[config.mk]
export PLATFORM = sky130hd
export DESIGN_NAME = enoc_network_interface
export DESIGN_NICKNAME = d
export VERILOG_FILES = /design/src/rtl/enoc_network_interface_pkg.sv /design/src/rtl/enoc_ni_inject_fifo.sv /design/src/rtl/enoc_network_interface.sv
export SDC_FILE = /design/constraint.sdc
export NUM_CORES = 1
export LEC_CHECK = 0
export ABC_AREA = 1
export CAP_MARGIN = 10
export CORE_MARGIN = 2
export CORE_UTILIZATION = 40
export CTS_BUF_LIST = sky130_fd_sc_hd__clkbuf_4
export CTS_CLUSTER_DIAMETER = 100
export DETAILED_ROUTE_END_ITERATION = 16
export PLACE_DENSITY_LB_ADDON = 0.1
export SYNTH_ARGS = -nofsm -noshare
export SYNTH_HDL_FRONTEND = slang
export SYNTH_SLANG_ARGS = --single-unit
[constraint.sdc]
create_clock -name clk -period 22 [get_ports clk]
set_clock_uncertainty 0.05 [all_clocks]
set_input_delay 3.3 -clock clk [delete_from_list [all_inputs] [get_ports clk]]
set_output_delay 3.3 -clock clk [all_outputs]
set_load 0.01 [all_outputs]
[src/rtl/enoc_network_interface_pkg.sv]
`default_nettype none
// ============================================================================
// enoc_network_interface_pkg
// Shared packet format and timestamp configuration for the ENoC network interface.
// Revision: 1.0
// ============================================================================
package enoc_network_interface_pkg;

    localparam int TS_WIDTH      = 16;
    localparam int COORD_WIDTH   = 4;
    localparam int PAYLOAD_WIDTH = 32;

    typedef struct packed {
        logic [PAYLOAD_WIDTH-1:0] payload;
        logic [COORD_WIDTH-1:0]   x_dest;
        logic [COORD_WIDTH-1:0]   y_dest;
        logic [COORD_WIDTH-1:0]   x_source;
        logic [COORD_WIDTH-1:0]   y_source;
        logic [TS_WIDTH-1:0]      timestamp;
    } packet_t;

    // Modular age of a packet; a wrap of the timestamp counter is absorbed by the subtraction
    function automatic logic [TS_WIDTH-1:0] ts_age(input logic [TS_WIDTH-1:0] now,
                                                   input logic [TS_WIDTH-1:0] stamp);
        return now - stamp;
    endfunction

endpackage
`default_nettype wire

[src/rtl/enoc_ni_inject_fifo.sv]
`default_nettype none
// ============================================================================
// enoc_ni_inject_fifo
// Synchronous packet FIFO with push/pop, full/empty flags and asynchronous reset.
// Revision: 1.0
// ============================================================================
module enoc_ni_inject_fifo
    import enoc_network_interface_pkg::*;
#(
    parameter int DEPTH = 4
) (
    input  logic    clk,
    input  logic    rst,
    input  logic    i_push,
    input  packet_t i_wr_data,
    input  logic    i_pop,
    output packet_t o_rd_data,
    output logic    o_full,
    output logic    o_empty
);

    localparam int c_AW = $clog2(DEPTH);

    packet_t         r_mem [DEPTH];
    logic [c_AW-1:0] r_wr_ptr;
    logic [c_AW-1:0] r_rd_ptr;
    logic [c_AW:0]   r_count;

    logic w_full;
    logic w_empty;
    logic w_do_push;
    logic w_do_pop;

    assign w_full    = (r_count == (c_AW+1)'(DEPTH));
    assign w_empty   = (r_count == '0);
    // A push into a full FIFO is refused even when a pop frees a slot in the same cycle
    assign w_do_push = i_push & ~w_full;
    assign w_do_pop  = i_pop & ~w_empty;

    always_ff @(posedge clk or posedge rst) begin
        if (rst) begin
            r_wr_ptr <= '0;
            r_rd_ptr <= '0;
            r_count  <= '0;
        end else begin
            if (w_do_push) begin
                r_wr_ptr <= r_wr_ptr + c_AW'(1);
            end
            if (w_do_pop) begin
                r_rd_ptr <= r_rd_ptr + c_AW'(1);
            end
            r_count <= r_count + {{c_AW{1'b0}}, w_do_push} - {{c_AW{1'b0}}, w_do_pop};
        end
    end

    always_ff @(posedge clk) begin
        if (w_do_push) begin
            r_mem[r_wr_ptr] <= i_wr_data;
        end
    end

    assign o_rd_data = w_empty ? '0 : r_mem[r_rd_ptr];
    assign o_full    = w_full;
    assign o_empty   = w_empty;

endmodule
`default_nettype wire

[src/rtl/enoc_network_interface.sv]
`default_nettype none
// ============================================================================
// enoc_network_interface
// Core-side NI for an ENoC router: stamped injection, checked ejection, statistics.
// Revision: 1.0
// ============================================================================
module enoc_network_interface
    import enoc_network_interface_pkg::*;
#(
    parameter int X_NODES    = 4,
    parameter int Y_NODES    = 4,
    parameter int X_LOC      = 0,
    parameter int Y_LOC      = 0,
    parameter int FIFO_DEPTH = 4,
    parameter int CNT_WIDTH  = 32
) (
    input  logic                 clk,
    input  logic                 reset,
    input  packet_t              i_core_data,
    input  logic                 i_core_val,
    output logic                 o_core_en,
    output packet_t              o_net_data,
    output logic                 o_net_val,
    input  logic                 i_net_en,
    input  packet_t              i_net_data,
    input  logic                 i_net_val,
    output logic                 o_net_en,
    output packet_t              o_core_rx_data,
    output logic                 o_core_rx_val,
    output logic [CNT_WIDTH-1:0] o_tx_count,
    output logic [CNT_WIDTH-1:0] o_rx_count,
    output logic [CNT_WIDTH-1:0] o_misroute_count,
    output logic [CNT_WIDTH-1:0] o_latency_sum
);

    localparam logic [COORD_WIDTH-1:0] c_X_LOC   = COORD_WIDTH'(X_LOC % X_NODES);
    localparam logic [COORD_WIDTH-1:0] c_Y_LOC   = COORD_WIDTH'(Y_LOC % Y_NODES);
    localparam logic [CNT_WIDTH-1:0]   c_CNT_MAX = {CNT_WIDTH{1'b1}};
    localparam int c_SUM_W = ((CNT_WIDTH > TS_WIDTH) ? CNT_WIDTH : TS_WIDTH) + 1;

    logic [TS_WIDTH-1:0]  r_now;
    logic                 r_ready;
    packet_t              r_rx_data;
    logic                 r_rx_val;
    logic [CNT_WIDTH-1:0] r_tx_count;
    logic [CNT_WIDTH-1:0] r_rx_count;
    logic [CNT_WIDTH-1:0] r_mis_count;
    logic [CNT_WIDTH-1:0] r_lat_sum;

    packet_t              w_stamped;
    logic                 w_full;
    logic                 w_empty;
    logic                 w_core_xfer;
    logic                 w_net_xfer;
    logic                 w_eject;
    logic                 w_match;
    logic [TS_WIDTH-1:0]  w_latency;
    logic [c_SUM_W-1:0]   w_lat_next;

    // ------------------------------------------------------------------------
    // Injection path
    // ------------------------------------------------------------------------
    assign o_core_en   = r_ready & ~w_full;
    assign o_net_val   = ~w_empty;
    assign w_core_xfer = i_core_val & o_core_en;
    assign w_net_xfer  = o_net_val & i_net_en;

    always_comb begin
        w_stamped           = i_core_data;
        w_stamped.x_source  = c_X_LOC;
        w_stamped.y_source  = c_Y_LOC;
        w_stamped.timestamp = r_now;
    end

    enoc_ni_inject_fifo #(
        .DEPTH (FIFO_DEPTH)
    ) u_inject_fifo (
        .clk       (clk),
        .rst       (reset),
        .i_push    (w_core_xfer),
        .i_wr_data (w_stamped),
        .i_pop     (w_net_xfer),
        .o_rd_data (o_net_data),
        .o_full    (w_full),
        .o_empty   (w_empty)
    );

    // ------------------------------------------------------------------------
    // Ejection path
    // ------------------------------------------------------------------------
    assign o_net_en   = r_ready;
    assign w_eject    = i_net_val & r_ready;
    assign w_match    = (i_net_data.x_dest == c_X_LOC) && (i_net_data.y_dest == c_Y_LOC);
    assign w_latency  = ts_age(r_now, i_net_data.timestamp);
    assign w_lat_next = c_SUM_W'(r_lat_sum) + c_SUM_W'(w_latency);

    always_ff @(posedge clk or posedge reset) begin
        if (reset) begin
            r_now     <= '0;
            r_ready   <= 1'b0;
            r_rx_data <= '0;
            r_rx_val  <= 1'b0;
        end else begin
            r_now    <= r_now + TS_WIDTH'(1);
            r_ready  <= 1'b1;
            r_rx_val <= w_eject & w_match;
            if (w_eject && w_match) begin
                r_rx_data <= i_net_data;
            end
        end
    end

    assign o_core_rx_data = r_rx_data;
    assign o_core_rx_val  = r_rx_val;

    // ------------------------------------------------------------------------
    // Saturating statistics
    // ------------------------------------------------------------------------
    always_ff @(posedge clk or posedge reset) begin
        if (reset) begin
            r_tx_count  <= '0;
            r_rx_count  <= '0;
            r_mis_count <= '0;
            r_lat_sum   <= '0;
        end else begin
            if (w_net_xfer && (r_tx_count != c_CNT_MAX)) begin
                r_tx_count <= r_tx_count + CNT_WIDTH'(1);
            end
            if (w_eject && w_match) begin
                if (r_rx_count != c_CNT_MAX) begin
                    r_rx_count <= r_rx_count + CNT_WIDTH'(1);
                end
                if (w_lat_next > c_SUM_W'(c_CNT_MAX)) begin
                    r_lat_sum <= c_CNT_MAX;
                end else begin
                    r_lat_sum <= w_lat_next[CNT_WIDTH-1:0];
                end
            end
            if (w_eject && !w_match && (r_mis_count != c_CNT_MAX)) begin
                r_mis_count <= r_mis_count + CNT_WIDTH'(1);
            end
        end
    end

    assign o_tx_count       = r_tx_count;
    assign o_rx_count       = r_rx_count;
    assign o_misroute_count = r_mis_count;
    assign o_latency_sum    = r_lat_sum;

endmodule
`default_nettype wire

==> metrics.md <==
| Metric | Value |
|---|---|
| Synthesized flop and latch total | 441 |
| Mapped Cells | 2448 |
| Routed Antenna Nets | 0 |
| Hold depth | 2 |
| Drt pass-1 iters | 5 |
| IO Pins | 393 |
| Number of vias per cell | 4.85 |
| First-pass GRT wire length | 94.6 mm |
| Initial antenna violation count | 3 |
| CTS sink cnt | 441 |
| Num CTS Buffers | 120 |
| PD cells | 90.7 nW/um2 |
| Sink of the worst hold path | o_core_rx_data[60] |
| WS Path Type | flop to output pin |
| Hold Vio Cnt, Final | 0 |
| Initial DRC Count | 837 |
| Dpl hpwl | 40.3 mm |
| Max Root-Sink Buffers | 3 |
| Leakage power | 11.8 nW |
| Setup TNS | 0 ns |
| R2R Path Start | r_now[2] |
| Yosys warnings | 0 |
| Dpl cells | 3439 |
| Slack of the worst reg-to-reg path | 18.18 ns |
| Cts hold-fix bufs | 0 |
| Max Cap Violations | 0 |
| Die height | 237 um |
| Area grow syn2layout | 26.0% |
| Worst min path class | flop to flop |
| Seq. cell area | 12200 um2 |
| Fmax | 0.138 GHz |
| Reg2Reg Depth | 18 |
| Total GRT Usage | 21.1% |
| Most frequent cells in the layout | nand2_1 (656), nor2_1 (408), clkdlybuf4s50_1 (360) |
| CP startpoint kind | flop |
| Slew Viols, Final | 0 |
| Row Count | 85 |
| Effective utilization at floorplan | 40.5% |
| CP Capture Type | output pin |
| CP required | 18.65 ns |
| Routed wire length | 59.7 mm |
| Grt ovf | 0 |
| Core Box Area | 53800 um2 |
| Min cycle time layout | 7.22 ns |
| Setup-failing EPs final | 0 |
| Status | finished clean |
| Die area | 56300 um2 |
| Avg Synthesized Cell Area | 8.90 um2 |
| Yosys cell types | 50 |
| Synthesized area | 21800 um2 |
| Resized Gates After CTS | 0 |
| Max VDD drop | 0.0000769 V |
| Total power | 2.49 mW |
| Layout cells sized above 1 | 9.08% |
| Depth of the CTS H-tree | 3 |
| Worst-path maximum fanout | 88 |
| Routed len/inst | 16.3 um |
| Worst Path Arrival | 3.87 ns |
| Ys async rst share | 49.2% |
| Post-CTS Setup Repair Bufs | 0 |
| FF-to-FF End | o_latency_sum[11] |
| Largest net degree at the start of global routing | 89 |
| Via count | 17700 |
| CTS clk-pin slew, worst paths | 0.07 ns |
| # DRC | 0 |
| Final worst-path cycle share | 32.8% |
| Fillers | 5112 |
| CTS tree | done |
| Main flop type after synthesis | edfxtp_1 |
| Multi-input gate area | 8450 um2 |
| Worst-skew pair later-pin latency | 0.88 ns |
| Vias in the first global route | 17500 |
| Root Driver | clkbuf_4 |
| Worst slew pin tran | 0.958 ns |
| Fin cells | 3652 |
| Max_slew headroom | 36.1% |
| Most common cell after layout, fill and taps aside | nand2_1 |
| Setup repair after global routing missed its margin | false |
| # nets final | 3043 |
| Number of synthesized flops with an enable pin | 224 |
| Register area share after synthesis | 55.8% |
| # port buffers | 360 |
| Die width | 237 um |
| Min-delay src | o_core_rx_data[60] |
| Final GP Congestion | 0.867 |
[report_power, final]
part           internal, mW  switching [mW]
clock                 0.357           0.348
sequential            0.945          0.0564
combinational         0.338           0.444
total                  1.64           0.849
[registers in the layout, summed over array words and instances, names as in the netlist]
signal and cells:
u_inject_fifo.r_mem 224, o_core_rx_val 1, r_now 16, o_rx_count 32, u_inject_fifo.r_count 3, o_core_rx_data 64, o_tx_count 32, u_inject_fifo.r_wr_ptr 2
o_net_en 1, u_inject_fifo.r_rd_ptr 2, o_latency_sum 32, o_misroute_count 32
[per-layer routing]
metal	global-route usage, %	vias up	wire length, um
met3	6.28	95	4080
met4	6.84	2	1460
met5	0	-	13
met2	34.0	432	27900
met1	27.4	8342	26200
li1	-	8847	-
[worst max-delay path: stages, from the launching register on]
cell and delay, ns:
dfrtp_4 0.69, inv_2 0.37, buf_4 0.70, o21ai_0 0.22, a21oi_1 0.36, clkdlybuf4s50_1 0.61
[final cells by class]
cell class / count / area share, %
Clock buffer: 163 / 4.46
Inverter: 202 / 2.80
Tap cell: 696 / 3.17
Timing Repair Buffer: 374 / 13.5
Sequential cell: 441 / 44.3
Clock inverter: 47 / 0.903
Multi-Input combinational cell: 1726 / 30.8
Antenna cell: 3 / 0.0274
[worst max path at each step]
stage                   endpoint  cells after the start                       from
5_1_grt            o_net_data[5]                      5  u_inject_fifo.r_rd_ptr[0]
6_report           o_net_data[5]                      5  u_inject_fifo.r_rd_ptr[0]
2_1_floorplan  o_core_rx_data[0]                      1                      reset
3_3_place_gp   o_latency_sum[11]                     20              i_net_data[2]
4_1_cts            o_net_data[5]                      5  u_inject_fifo.r_rd_ptr[0]
3_5_place_dp   o_latency_sum[11]                     20              i_net_data[2]
[synth_stat cells, types with 3 or more instances]
cell | count | area share [%]
a21oi_1 | 88 | 2.0
buf_6 | 7 | 0.36
a21boi_0 | 3 | 0.10
inv_2 | 6 | 0.10
o21ai_0 | 148 | 3.4
nor3_2 | 4 | 0.18
clkbuf_1 | 36 | 0.62
xnor2_1 | 31 | 1.2
nor4_1 | 8 | 0.23
nor2_1 | 412 | 7.1
edfxtp_1 | 224 | 31
nand4_1 | 32 | 0.92
or2_2 | 3 | 0.086
buf_2 | 27 | 0.62
inv_1 | 195 | 3.4
o21ai_2 | 10 | 0.40
a31oi_1 | 8 | 0.23
buf_4 | 14 | 0.48
nand2_4 | 3 | 0.16
nor2_2 | 13 | 0.37
nand2_1 | 656 | 11
nand3_1 | 71 | 1.6
nor3_1 | 44 | 1.0
dfrtp_1 | 217 | 25
fa_1 | 3 | 0.28
nand3b_1 | 11 | 0.38
xor2_1 | 84 | 3.4
ha_1 | 42 | 2.4
nand2_2 | 14 | 0.40
o21ai_1 | 9 | 0.21
[stage by stage]
stage          area (um2)  hold WS, ns  util, %  setup WS, ns
3_3_place_gp        26000        0.411     48.2         14.94
6_report            27400        0.428     51.0         14.78
5_1_grt             27400        0.448     51.0         14.52
3_5_place_dp        26000        0.414     48.2         14.90
4_1_cts             27400        0.431     51.0         14.64
2_1_floorplan       21800        0.450        -         12.71
[cell families after synthesis]
kind of cell / count (synthesis) / share of synthesized area, %
XOR/XNOR: 116 / 4.70
AO/OA/AOI/OAI: 272 / 6.61
flip-flops: 441 / 55.8
buffers and inverters: 288 / 5.66
adder cells (fa/ha/maj): 45 / 2.69
AND/OR/NAND/NOR: 1284 / 24.5
other: 2 / 0.0345
Note: power is estimated with default switching activity, not from simulation.
